`config.mk`:
```
export PLATFORM = sky130hd
export DESIGN_NAME = compositor_video
export DESIGN_NICKNAME = d
export VERILOG_FILES = /design/src/rtl/compositor_video.sv
export SDC_FILE = /design/constraint.sdc
export NUM_CORES = 1
export LEC_CHECK = 0
export CAP_MARGIN = 0
export CORE_MARGIN = 1.5
export CORE_UTILIZATION = 37
export DETAILED_ROUTE_END_ITERATION = 7
export SYNTH_ARGS = -nofsm -noshare
export SYNTH_HDL_FRONTEND = slang
export SYNTH_SLANG_ARGS = --single-unit
```
`constraint.sdc`:
```
create_clock -name clk -period 23.3 [get_ports clk]
set_input_delay 4.66 -clock clk [delete_from_list [all_inputs] [get_ports clk]]
set_output_delay 4.66 -clock clk [all_outputs]
set_load 0.02 [all_outputs]
```
`src/rtl/compositor_video.sv`:
```
// Pixel compositor: time-multiplexes the sprite/background ROM per pixel,
// picks the top-priority visible sprite and emits registered colour and syncs.
module compositor_video #(
  parameter int          LARGURA = 640,
  parameter int          ALTURA  = 480,
  parameter int          SPR_L   = 72,
  parameter int          SPR_A   = 84,
  parameter logic [2:0]  TRANSP  = 3'b000
) (
  input  logic        clk,
  input  logic        rst,
  input  logic        pixel_tick,
  input  logic [9:0]  x,
  input  logic [9:0]  y,
  input  logic        ativo,
  input  logic        hsync_in,
  input  logic        vsync_in,
  input  logic [9:0]  pos_x_jog,
  input  logic [9:0]  pos_y_jog,
  input  logic [9:0]  pos_x_op1,
  input  logic [9:0]  pos_y_op1,
  input  logic [9:0]  pos_x_op2,
  input  logic [9:0]  pos_y_op2,
  input  logic [9:0]  pos_x_op3,
  input  logic [9:0]  pos_y_op3,
  input  logic [3:0]  velocidade,
  input  logic [2:0]  dado_fundo,
  input  logic [2:0]  dado_carro,
  input  logic [2:0]  dado_oponente1,
  input  logic [2:0]  dado_oponente2,
  input  logic [2:0]  dado_oponente3,
  output logic [18:0] endereco,
  output logic [2:0]  cor,
  output logic        valido,
  output logic        hsync_out,
  output logic        vsync_out,
  output logic        erro_tick
);

  typedef enum logic [1:0] {OCIOSO, FUNDO, SPRITE} estado_t;

  estado_t     estado_q, estado_d;
  logic        tick_ok, frame_ini;
  logic        erro_q;
  logic [8:0]  rolagem_q, rolagem_d;
  logic [9:0]  soma_rol;
  logic [9:0]  pos_x_in [4];
  logic [9:0]  pos_y_in [4];
  logic [9:0]  sx_q [4];
  logic [9:0]  sy_q [4];

  // stage 1: captured pixel coordinates and syncs
  logic [9:0]  x_p1_q, y_p1_q;
  logic        ativo_p1_q, hs_p1_q, vs_p1_q;

  // stage 2: background sample and hit result
  logic [2:0]  fundo_p2_q;
  logic        hit_p2_q, hit_d;
  logic [1:0]  sel_p2_q, sel_d;

  // output stage
  logic [2:0]  cor_q, cor_d;
  logic        valido_q, hs_q, vs_q;

  logic [11:0] lin_t;
  logic [18:0] end_fundo, end_spr;
  logic [9:0]  dx, dy;
  logic [2:0]  dado_spr;

  function automatic logic dentro(input logic [9:0] p, input logic [9:0] s,
                                  input logic [10:0] tam);
    logic [10:0] pe, se;
    pe = {1'b0, p};
    se = {1'b0, s};
    return (se <= pe) && (pe < se + tam);
  endfunction

  assign tick_ok   = pixel_tick && (estado_q != FUNDO);
  assign frame_ini = tick_ok && (x == 10'd0) && (y == 10'd0);

  assign pos_x_in[0] = pos_x_jog;
  assign pos_y_in[0] = pos_y_jog;
  assign pos_x_in[1] = pos_x_op1;
  assign pos_y_in[1] = pos_y_op1;
  assign pos_x_in[2] = pos_x_op2;
  assign pos_y_in[2] = pos_y_op2;
  assign pos_x_in[3] = pos_x_op3;
  assign pos_y_in[3] = pos_y_op3;

  always_comb begin
    estado_d = estado_q;
    case (estado_q)
      OCIOSO:  if (pixel_tick) estado_d = FUNDO;
      FUNDO:   estado_d = SPRITE;
      SPRITE:  estado_d = pixel_tick ? FUNDO : OCIOSO;
      default: estado_d = OCIOSO;
    endcase
  end

  always_comb begin
    soma_rol  = {1'b0, rolagem_q} + {6'd0, velocidade};
    rolagem_d = rolagem_q;
    if (soma_rol >= 10'(ALTURA)) rolagem_d = 9'(soma_rol - 10'(ALTURA));
    else                         rolagem_d = soma_rol[8:0];
  end

  // Coordinates may exceed ALTURA during blanking, hence repeated reduction.
  always_comb begin
    lin_t = 12'(y_p1_q) + 12'(ALTURA) - 12'(rolagem_q);
    for (int i = 0; i < 3; i++) begin
      if (lin_t >= 12'(ALTURA)) lin_t = lin_t - 12'(ALTURA);
    end
    end_fundo = 19'(lin_t) * 19'(LARGURA) + 19'(x_p1_q);
  end

  // Lowest index wins, so scan from op3 down to the player.
  always_comb begin
    hit_d = 1'b0;
    sel_d = 2'd0;
    for (int i = 3; i >= 0; i--) begin
      if (dentro(x_p1_q, sx_q[i], 11'(SPR_L)) && dentro(y_p1_q, sy_q[i], 11'(SPR_A))) begin
        hit_d = 1'b1;
        sel_d = 2'(i);
      end
    end
  end

  always_comb begin
    dx      = x_p1_q - sx_q[sel_p2_q];
    dy      = y_p1_q - sy_q[sel_p2_q];
    end_spr = 19'(dy) * 19'(SPR_L) + 19'(dx);
  end

  always_comb begin
    endereco = 19'd0;
    case (estado_q)
      FUNDO:   endereco = end_fundo;
      SPRITE:  endereco = hit_p2_q ? end_spr : 19'd0;
      default: endereco = 19'd0;
    endcase
  end

  always_comb begin
    case (sel_p2_q)
      2'd0:    dado_spr = dado_carro;
      2'd1:    dado_spr = dado_oponente1;
      2'd2:    dado_spr = dado_oponente2;
      default: dado_spr = dado_oponente3;
    endcase
    cor_d = fundo_p2_q;
    if (!ativo_p1_q)                        cor_d = 3'b000;
    else if (hit_p2_q && dado_spr != TRANSP) cor_d = dado_spr;
  end

  always_ff @(posedge clk) begin
    if (rst) begin
      estado_q  <= OCIOSO;
      erro_q    <= 1'b0;
      rolagem_q <= 9'd0;
      for (int i = 0; i < 4; i++) begin
        sx_q[i] <= 10'd0;
        sy_q[i] <= 10'd0;
      end
    end else begin
      estado_q <= estado_d;
      if (pixel_tick && estado_q == FUNDO) erro_q <= 1'b1;
      if (frame_ini) begin
        rolagem_q <= rolagem_d;
        for (int i = 0; i < 4; i++) begin
          sx_q[i] <= pos_x_in[i];
          sy_q[i] <= pos_y_in[i];
        end
      end
    end
  end

  // stage 1 capture on accepted tick
  always_ff @(posedge clk) begin
    if (tick_ok) begin
      x_p1_q     <= x;
      y_p1_q     <= y;
      ativo_p1_q <= ativo;
      hs_p1_q    <= hsync_in;
      vs_p1_q    <= vsync_in;
    end
  end

  // stage 2 capture at the end of FUNDO
  always_ff @(posedge clk) begin
    if (estado_q == FUNDO) begin
      fundo_p2_q <= dado_fundo;
      hit_p2_q   <= hit_d;
      sel_p2_q   <= sel_d;
    end
  end

  // output stage loads at the end of SPRITE
  always_ff @(posedge clk) begin
    if (rst) begin
      cor_q    <= 3'b000;
      valido_q <= 1'b0;
      hs_q     <= 1'b1;
      vs_q     <= 1'b1;
    end else if (estado_q == SPRITE) begin
      cor_q    <= cor_d;
      valido_q <= 1'b1;
      hs_q     <= hs_p1_q;
      vs_q     <= vs_p1_q;
    end else begin
      valido_q <= 1'b0;
    end
  end

  assign cor       = cor_q;
  assign valido    = valido_q;
  assign hsync_out = hs_q;
  assign vsync_out = vs_q;
  assign erro_tick = erro_q;

endmodule

```
==> flow_summary.yaml, run 1 <==
placed_design:
  place_hpwl_um: 31000
  dp_cells: 2004
  pre_cts_slack_ns: 9.46
  routabilityCongestion: 0.943
  port_buffers: 150
clocking:
  cts_buffers: 17
  post_cts_buffers: 0
  cts_tree: "yes"
  htreeDepth: 4
  clk_pin_slew_ns: 0.06
  cts_resized: 0
  cts_hold_buf: 0
  cts_num_sinks: 127
  clockRootBuffer: "clkbuf_16"
  cts_max_path_buffers: 2
  clkLatencyLatePin_ns: 0.44
logic_synthesis:
  synth.top_cells.by_count: "ha_1 (259), inv_1 (146), edfxtp_1 (109), a21oi_1 (89), and2_1 (87)"
  postSynthNetCount: 1806
  yosysMostFrequentCell: "ha_1"
  yosysWarningCount: 0
  synth_area_leaders: "edfxtp_1 (24%), ha_1 (24%), xnor2_1 (4.1%)"
  synth-seq-area-share_pct: 26.8
  post_synth.cell_area_avg_um2: 9.58
  async_flop_share_pct: 0
  synth_edf_count: 109
  synth_flop_cell: "edfxtp_1"
  synth_cell_types: 77
  syn_inst: 1414
  synth_largest_area_cell: "edfxtp_1"
  synth_area_um2: 13600
  synth_top_area_share_pct: 24.2
  synth.ff_latch_count: 127
critical_path:
  cp.required_ns: 18.64
  crit_path_max_incr_delay_ns: 0.62
  worstPathArrival_ns: 9.68
  start_kind: "register"
  path_class: "register to output pin"
  endpoint: "endereco[18]"
  worstReg2RegStart: "x_p1_q[1]"
  path_common_cell: "ha_1"
  ff2ff_setup_slack_ns: 19.78
  startpoint: "y_p1_q[1]"
  worstSetupEndpointType: "output pin"
  timing.rr.end: "sel_p2_q[1]"
  crit_buf_inv: 3
  slowest_stage: "clkdlybuf4s50_1"
  cp_max_fo: 9
  ff2ff_path_depth: 13
  crit_family: "compound AO/OA/AOI/OAI gates"
  cp.depth: 35
sta:
  worst_pin_slew_ns: 1.11
  worst_slack_ns: 8.96
  finalCriticalPeriod_ns: 14.34
  hold_viol: 0
  skew_ns: 0.0143
  finalSetupViolCount: 0
  holdWs_ns: 0.470
  rsz0062_at_grt: "false"
  fmax_mhz: 69.7
  drv_slew: 0
  slew_headroom_pct: 25.8
  fin_tns_setup_ns: 0
  period_share_pct: 61.5
route:
  drt_iter0_drc: 538
  wirelength_um: 37100
  postRouteAntennaNets: 0
  wl_per_cell_um: 18.2
  vias: 10900
  vias_per_cell: 5.37
  drcViolationCount: 0
  dr.pass1.iters: 5
die:
  rows: 69
  fp.dieW_um: 194
  core_um2: 35800
  fp.dieH_um: 194
  die_area_um2: 37800
  ios: 151
  start_util_pct: 37.8
finish:
  nets: 1954
  fillers: 3372
  n_antenna_cell: 0
  drive_gt1_share_pct: 5.14
  post_layout_nonfiller_instances: 2036
  area_growth_pct: 19.4
global_route:
  grt_pass1_vias: 10700
  grt.total_usage_pct: 19.8
  antenna_found_initial: 1
  grt_pass1_wl_um: 57600
  gr-total-overflow: 0
  grt_max_degree: 75
power_and_ir_drop:
  total_power_mw: 1.19
  p_leak_nw: 7.02
  cellPowerDensity_nw_per_um2: 73.5
  peakVddDrop_mv: 0.0586
outcome:
  status: "complete, no violations"
hold_path:
  hp-class: "register to register"
job:
  maxCapViolCount: 0
==> per-stage QoR <==
step / instance area, um2 / util [%]
2_1_floorplan: 13600 / -
3_3_place_gp: 15600 / 43.5
3_5_place_dp: 15600 / 43.5
4_1_cts: 16200 / 45.2
5_1_grt: 16200 / 45.2
6_report: 16200 / 45.2
==> state kept, by name, indices dropped and copies added, names as in the netlist <==
signal / flops
erro_tick: 1
sy_q: 40
hsync_out: 1
cor: 3
estado_q: 2
sel_p2_q: 2
vsync_out: 1
fundo_p2_q: 3
hs_p1_q: 1
rolagem_q: 9
vs_p1_q: 1
valido: 1
hit_p2_q: 1
y_p1_q: 10
sx_q: 40
x_p1_q: 10
ativo_p1_q: 1
==> cell type report <==
class | instances | area [um2] | share of cell area (%)
Multi-Input combinational cell | 1113 | 9260 | 57.2
Sequential cell | 127 | 3630 | 22.5
Timing Repair Buffer | 157 | 1550 | 9.61
Tap cell | 461 | 577 | 3.57
Clock buffer | 28 | 559 | 3.46
Inverter | 146 | 548 | 3.39
Clock inverter | 4 | 46.3 | 0.286
==> worst min path at each step <==
stage	start	endpoint	slack, ns	cells past startpoint
floorplan	hs_p1_q	hsync_out	0.43	1
global placement	vs_p1_q	vsync_out	0.45	1
detailed placement	vs_p1_q	vsync_out	0.46	1
CTS	vs_p1_q	vsync_out	0.47	1
global route	vs_p1_q	vsync_out	0.49	1
finish	vs_p1_q	vsync_out	0.47	1
==> per-layer routing <==
| metal | routed length (um) | vias up | share of wire (%) | global-route usage, % |
|---|---|---|---|---|
| li1 | - | 5429 | - | - |
| met4 | 921 | 2 | 2.5 | 6.94 |
| met1 | 17600 | 5182 | 47 | 26.5 |
| met3 | 1650 | 50 | 4.5 | 3.00 |
| met5 | 13 | - | 0.035 | 0 |
| met2 | 16900 | 276 | 46 | 32.4 |
==> placed cells by master, fill, tap and decap left out, types with 5 or more instances in the layout <==
cell	instances
ha_1	259
clkdlybuf4s50_1	150
inv_1	145
edfxtp_1	109
a21oi_1	89
and2_1	87
nor2_1	66
xnor2_1	63
o21ai_0	63
nand2_1	61
o21a_1	51
a21o_1	43
xor2_1	43
nor2b_1	28
nand4_1	24
mux4_2	23
clkbuf_16	19
dfxtp_1	18
o22ai_1	14
nand3_1	14
nand2b_1	13
nor3_1	13
o21bai_1	12
a31oi_1	12
o211ai_1	10
and3_1	10
mux2i_1	10
a21boi_0	8
fa_1	8
nor4_1	7
buf_4	7
o211a_1	5
clkbuf_8	5
==> where the power goes <==
| part | leakage [nW] | switching (mW) | total (mW) | internal (mW) |
|---|---|---|---|---|
| Sequential | 1.26 | 0.0160 | 0.273 | 0.257 |
| Clock | 0.301 | 0.100 | 0.274 | 0.174 |
| Combinational | 5.46 | 0.345 | 0.642 | 0.297 |
==> worst register-to-register path, stage by stage (launching register included) <==
cell,delay (ns)
edfxtp_1,0.59
inv_1,0.26
ha_1,0.38
nor2b_1,0.14
o21ai_0,0.16
a21oi_1,0.09
o21a_1,0.17
o21a_1,0.16
o21a_1,0.16
o21a_1,0.16
o211ai_1,0.16
a2bb2oi_1,0.09
or4_1,0.57
nor3b_1,0.17
==> cells by family (layout without fill, tap and decap cells) <==
family,Yosys count,after routing,synth area share (%)
AOI/OAI and AO/OA,358,358,17.9
buffers and inverters,174,335,4.90
xor gates and xnor gates,106,106,6.85
muxes,37,37,4.92
and+or+nand+nor,344,344,13.5
DFF,127,127,26.8
adders and majority gates,268,268,25.2
Power figures use the tool's default switching activity.
==> run 2: changes to the inputs <==
- clock period: 23.3 -> 13.4 ns (I/O delays scaled with it)
==> run 2 against run 1 <==
Compared with the run above: via count down 0.19%; global-route usage up 0.40 points; die area unchanged; power up 71%; core utilization down 0.20 points; critical path type unchanged.
==> flow_summary.yaml, run 2 (synthesis gave the netlist of run 1 again) <==
clocking:
  cts_hold_buf: 0
  cts_num_sinks: 127
  post_cts_buffers: 0
  cts_buffers: 17
  clk_pin_slew_ns: 0.06
  cts_tree: "yes"
  htreeDepth: 4
  cts_resized: 0
  cts_max_path_buffers: 2
  clkLatencyLatePin_ns: 0.44
  clockRootBuffer: "clkbuf_16"
route:
  wirelength_um: 37500
  dr.pass1.iters: 4
  vias: 10900
  postRouteAntennaNets: 0
  drcViolationCount: 0
  drt_iter0_drc: 544
  wl_per_cell_um: 18.4
  vias_per_cell: 5.36
placed_design:
  port_buffers: 150
  dpl_cell_area_um2: 15600
  dp_cells: 2004
  place_hpwl_um: 31300
  pre_cts_slack_ns: 1.46
  routabilityCongestion: 0.923
die:
  rows: 69
  ios: 151
  die_area_um2: 37800
  start_util_pct: 37.8
  fp.dieW_um: 194
  fp.dieH_um: 194
  core_um2: 35800
hold_path:
  hp-class: "register to register"
global_route:
  gr-total-overflow: 0
  grt_pass1_vias: 10900
  grt-busiest-layer: "met2"
  antenna_found_initial: 2
  grt_pass1_wl_um: 58900
  grt_max_degree: 71
  gr-usage-met1_pct: 27.1
  met2_usage_pct: 31.8
  globalRouteMet3Util_pct: 3.59
  grt.total_usage_pct: 20.2
finish:
  layout_commonest_cell: "ha_1"
  seqCellArea_um2: 3630
  reg_top3: "sx_q: 40 flops, sy_q: 40 flops"
  fillers: 3479
  drive_gt1_share_pct: 5.14
  final_util_pct: 45.0
  n_antenna_cell: 0
  final_cell_mix: "ha_1 (259), clkdlybuf4s50_1 (150), inv_1 (145)"
  post_layout_nonfiller_instances: 2036
  multiInputGateArea_um2: 9260
  nets: 1954
  final_design_area_no_fill_um2: 16100
  area_growth_pct: 18.9
sta:
  period_share_pct: 92.6
  hold_viol: 0
  fmax_mhz: 80.6
  worst_slack_ns: 0.991
  drv_slew: 0
  finalCriticalPeriod_ns: 12.41
  worst_pin_slew_ns: 1.01
  slew_headroom_pct: 32.5
  fin_tns_setup_ns: 0
  rsz0062_at_grt: "false"
  finalSetupViolCount: 0
  skew_ns: 0.00941
critical_path:
  cp_max_fo: 9
  worstPathArrival_ns: 9.73
  slowest_stage: "clkdlybuf4s50_1"
  path_common_cell: "ha_1"
  crit_path_max_incr_delay_ns: 0.62
  worstSetupEndpointType: "output pin"
  path_class: "register to output pin"
  cp.required_ns: 10.72
  start_kind: "register"
job:
  maxCapViolCount: 0
power_and_ir_drop:
  cellPowerDensity_nw_per_um2: 127
  p_leak_nw: 6.97
  peakVddDrop_mv: 0.101
outcome:
  status: "complete, no violations"
==> run 2: layout make-up <==
| cell class | count | share of cell area (%) |
|---|---|---|
| Inverter | 146 | 3.40 |
| Clock inverter | 12 | 0.598 |
| Sequential cell | 127 | 22.6 |
| Multi-Input combinational cell | 1113 | 57.5 |
| Tap cell | 461 | 3.58 |
| Clock buffer | 20 | 2.71 |
| Timing Repair Buffer | 157 | 9.65 |
==> run 2: worst paths after layout <==
check / endpoint / cells past startpoint / start / slack, ns
worst min-delay path: hsync_out / 1 / hs_p1_q / 0.47
worst min register to register: hsync_out / 1 / hs_p1_q / 0.47
worst max-delay path: endereco[18] / 36 / y_p1_q[1] / 0.99
worst max register to register: sel_p2_q[0] / 13 / x_p1_q[1] / 9.85
==> run 2: metrics by stage <==
stage          hold WS, ns  power [mW]
6_report             0.466        2.04
3_3_place_gp         0.446        1.58
5_1_grt              0.491        2.19
3_5_place_dp         0.457        1.60
4_1_cts              0.472        2.05
2_1_floorplan        0.433        1.34
==> run 2: where the power goes <==
part / leakage, nW / internal, mW / switching, mW
clock network: 0.249 / 0.252 / 0.187
logic: 5.46 / 0.517 / 0.608
registers: 1.26 / 0.447 / 0.0272
==> run 2: layer usage <==
layer / part of all wire (%) / vias up
met5: 0.035 / -
met4: 3.3 / 2
met3: 4.3 / 58
met2: 44 / 244
met1: 48 / 5189
li1: - / 5425
==> run 2: worst max-delay path, delay by kind of cell (launching register included) <==
family	cells	cell delay, ns
XOR/XNOR	3	0.78
AND/OR/NAND/NOR	10	1.67
flip-flops	1	0.55
multiplexers	2	0.52
adder cells (fa/ha/maj)	7	2.12
buffers and inverters	3	0.84
AO/OA/AOI/OAI	11	2.80
==> run 3: changes to the inputs <==
- ABC_AREA: unset -> 1
- CORE_UTILIZATION: 37 -> 31
==> run 3 against run 2 <==
Compared with the run above: worst setup slack better by 1.9 ns; critical path depth up 12; worst hold slack worse by 0.0068 ns; synthesized cell count up 19%; non-clock buffer count down 1; core utilization down 7.1 points; combinational power up 27%; first-iteration DRC count up 24%; highest routed layer is now met4; sequential cell count unchanged; largest cell class unchanged; via count up 7.9%; register-to-register slack worse by 0.66 ns.
==> flow_summary.yaml, run 3 <==
sta:
  worst_slack_ns: 2.91
  slew_headroom_pct: 39.0
  skew_ns: 0.0115
  rsz0062_at_grt: "false"
  fmax_mhz: 95.4
  period_share_pct: 78.3
  worst_pin_slew_ns: 0.915
  drv_slew: 0
  finalCriticalPeriod_ns: 10.49
  hold_viol: 0
  fin_tns_setup_ns: 0
  finalSetupViolCount: 0
clocking:
  cts_num_sinks: 127
  clockRootBuffer: "clkbuf_16"
  clkLatencyLatePin_ns: 0.45
  cts_resized: 0
  cts_max_path_buffers: 2
  cts_hold_buf: 0
  htreeDepth: 4
  post_cts_buffers: 0
  cts_buffers: 17
  clk_pin_slew_ns: 0.07
  cts_tree: "yes"
logic_synthesis:
  postSynthNetCount: 2077
  synth.ff_latch_count: 127
  synth_top_area_share_pct: 24.4
  yosysWarningCount: 0
  post_synth.cell_area_avg_um2: 7.95
  synth_largest_area_cell: "edfxtp_1"
  yosysMostFrequentCell: "inv_1"
  synth_top_family_by_area: "adder cells"
  synthSimpleGateAreaFrac_pct: 17.2
  synth-seq-area-share_pct: 27.1
  synth_fa_ha_area_share_pct: 25.4
  synth_area_um2: 13400
  synth_xor_area_share_pct: 6.09
  synth_flop_cell: "edfxtp_1"
  synth.top_cells.by_count: "inv_1 (331), ha_1 (259), nand2_1 (218), nor2_1 (171), a21oi_1 (112)"
  syn_inst: 1685
  synth_cell_types: 51
  synth_edf_count: 109
  synthMuxAreaShare_pct: 0
  synth_compound_area_share_pct: 14.3
  synth_area_leaders: "edfxtp_1 (24%), ha_1 (24%), inv_1 (9.3%)"
  async_flop_share_pct: 0
power_and_ir_drop:
  peakVddDrop_mv: 0.144
  total_power_mw: 2.38
  cellPowerDensity_nw_per_um2: 147
  p_leak_nw: 7.71
critical_path:
  slowest_stage: "clkdlybuf4s50_1"
  worstPathArrival_ns: 7.81
  crit_path_max_incr_delay_ns: 0.61
  worstSetupEndpointType: "output pin"
  worstReg2RegStart: "estado_q[1]"
  cp.required_ns: 10.72
  path_common_cell: "nand2_1"
  endpoint: "endereco[18]"
  start_kind: "register"
  ff2ff_setup_slack_ns: 9.19
  path_class: "register to output pin"
  ff2ff_path_depth: 9
  startpoint: "y_p1_q[0]"
  timing.rr.end: "sx_q[2][2]"
  cp_max_fo: 7
route:
  vias_per_cell: 4.83
  drt_iter0_drc: 675
  drcViolationCount: 0
  postRouteAntennaNets: 0
  wirelength_um: 39100
  vias: 11800
  wl_per_cell_um: 16.0
  dr.pass1.iters: 7
finish:
  drive_gt1_share_pct: 4.26
  area_growth_pct: 20.9
  n_antenna_cell: 0
  reg_top3: "sx_q: 40 flops, sy_q: 40 flops"
  final_cell_mix: "inv_1 (330), ha_1 (259), nand2_1 (217)"
  nets: 2234
  layout_commonest_cell: "inv_1"
global_route:
  grt_pass1_wl_um: 60600
  antenna_found_initial: 0
  grt_pass1_vias: 11500
  grt.total_usage_pct: 17.8
  grt_max_degree: 86
  gr-total-overflow: 0
die:
  core_um2: 42900
  die_area_um2: 44500
  fp.dieW_um: 211
  ios: 151
  rows: 76
  start_util_pct: 31.3
  fp.dieH_um: 211
placed_design:
  place_hpwl_um: 32800
  port_buffers: 150
  pre_cts_slack_ns: 3.45
  routabilityCongestion: 0.957
hold_path:
  whs_path_depth: 2
  hp-class: "register to register"
outcome:
  status: "complete, no violations"
job:
  maxCapViolCount: 0
run 3: through the flow:
stage / std cells / util (%) / instance area, um2 / hold WS, ns
after CTS: 2440 / 37.8 / 16200 / 0.464
after global placement: 2408 / 36.4 / 15600 / 0.439
after detailed placement: 2408 / 36.4 / 15600 / 0.442
final: 2440 / 37.8 / 16200 / 0.459
after floorplan: 1685 / - / 13400 / 0.435
after global routing: 2440 / 37.8 / 16200 / 0.473
run 3: logic make-up after synthesis:
group | count (synthesis)
AOI/OAI and AO/OA | 311
DFF | 127
buffers and inverters | 357
adders and majority gates | 267
xor gates and xnor gates | 91
and+or+nand+nor | 532
run 3: worst min path at each step:
stage | start | end
floorplan | hs_p1_q | hsync_out
global placement | hs_p1_q | hsync_out
detailed placement | vs_p1_q | vsync_out
CTS | hs_p1_q | hsync_out
global route | hs_p1_q | hsync_out
finish | hs_p1_q | hsync_out
run 3: area by class of cell:
class,count,area [um2]
inverters,339,1270
repair buffers,156,1550
fillers,4389,26700
multi-input cells,1201,8440
flip-flops and latches,127,3630
well taps,585,732
clock buffers,18,429
clock inverters,14,158
run 3: layer usage:
layer | wire (um) | global-route usage [%] | part of all wire, % | up-vias
li1 | - | - | - | 5968
met2 | 18100 | 29.8 | 46 | 304
met3 | 1710 | 2.45 | 4.4 | 62
met4 | 1310 | 7.32 | 3.3 | 0
met5 | 0 | 0 | 0 | -
met1 | 18000 | 23.0 | 46 | 5450
run 3: critical path, delay by kind of cell (launching register included):
| family | cells | cell delay, ns |
|---|---|---|
| DFF | 1 | 0.45 |
| AOI/OAI and AO/OA | 4 | 0.69 |
| xor gates and xnor gates | 3 | 0.59 |
| buffers and inverters | 8 | 1.23 |
| and+or+nand+nor | 26 | 2.51 |
| adders and majority gates | 7 | 1.87 |
run 3: report_power, final:
part           internal (mW)  switching [mW]  total (mW)  leakage (nW)
Sequential             0.450          0.0306       0.481          1.23
Combinational          0.563           0.858        1.42          6.21
Clock                  0.277           0.199       0.475         0.274
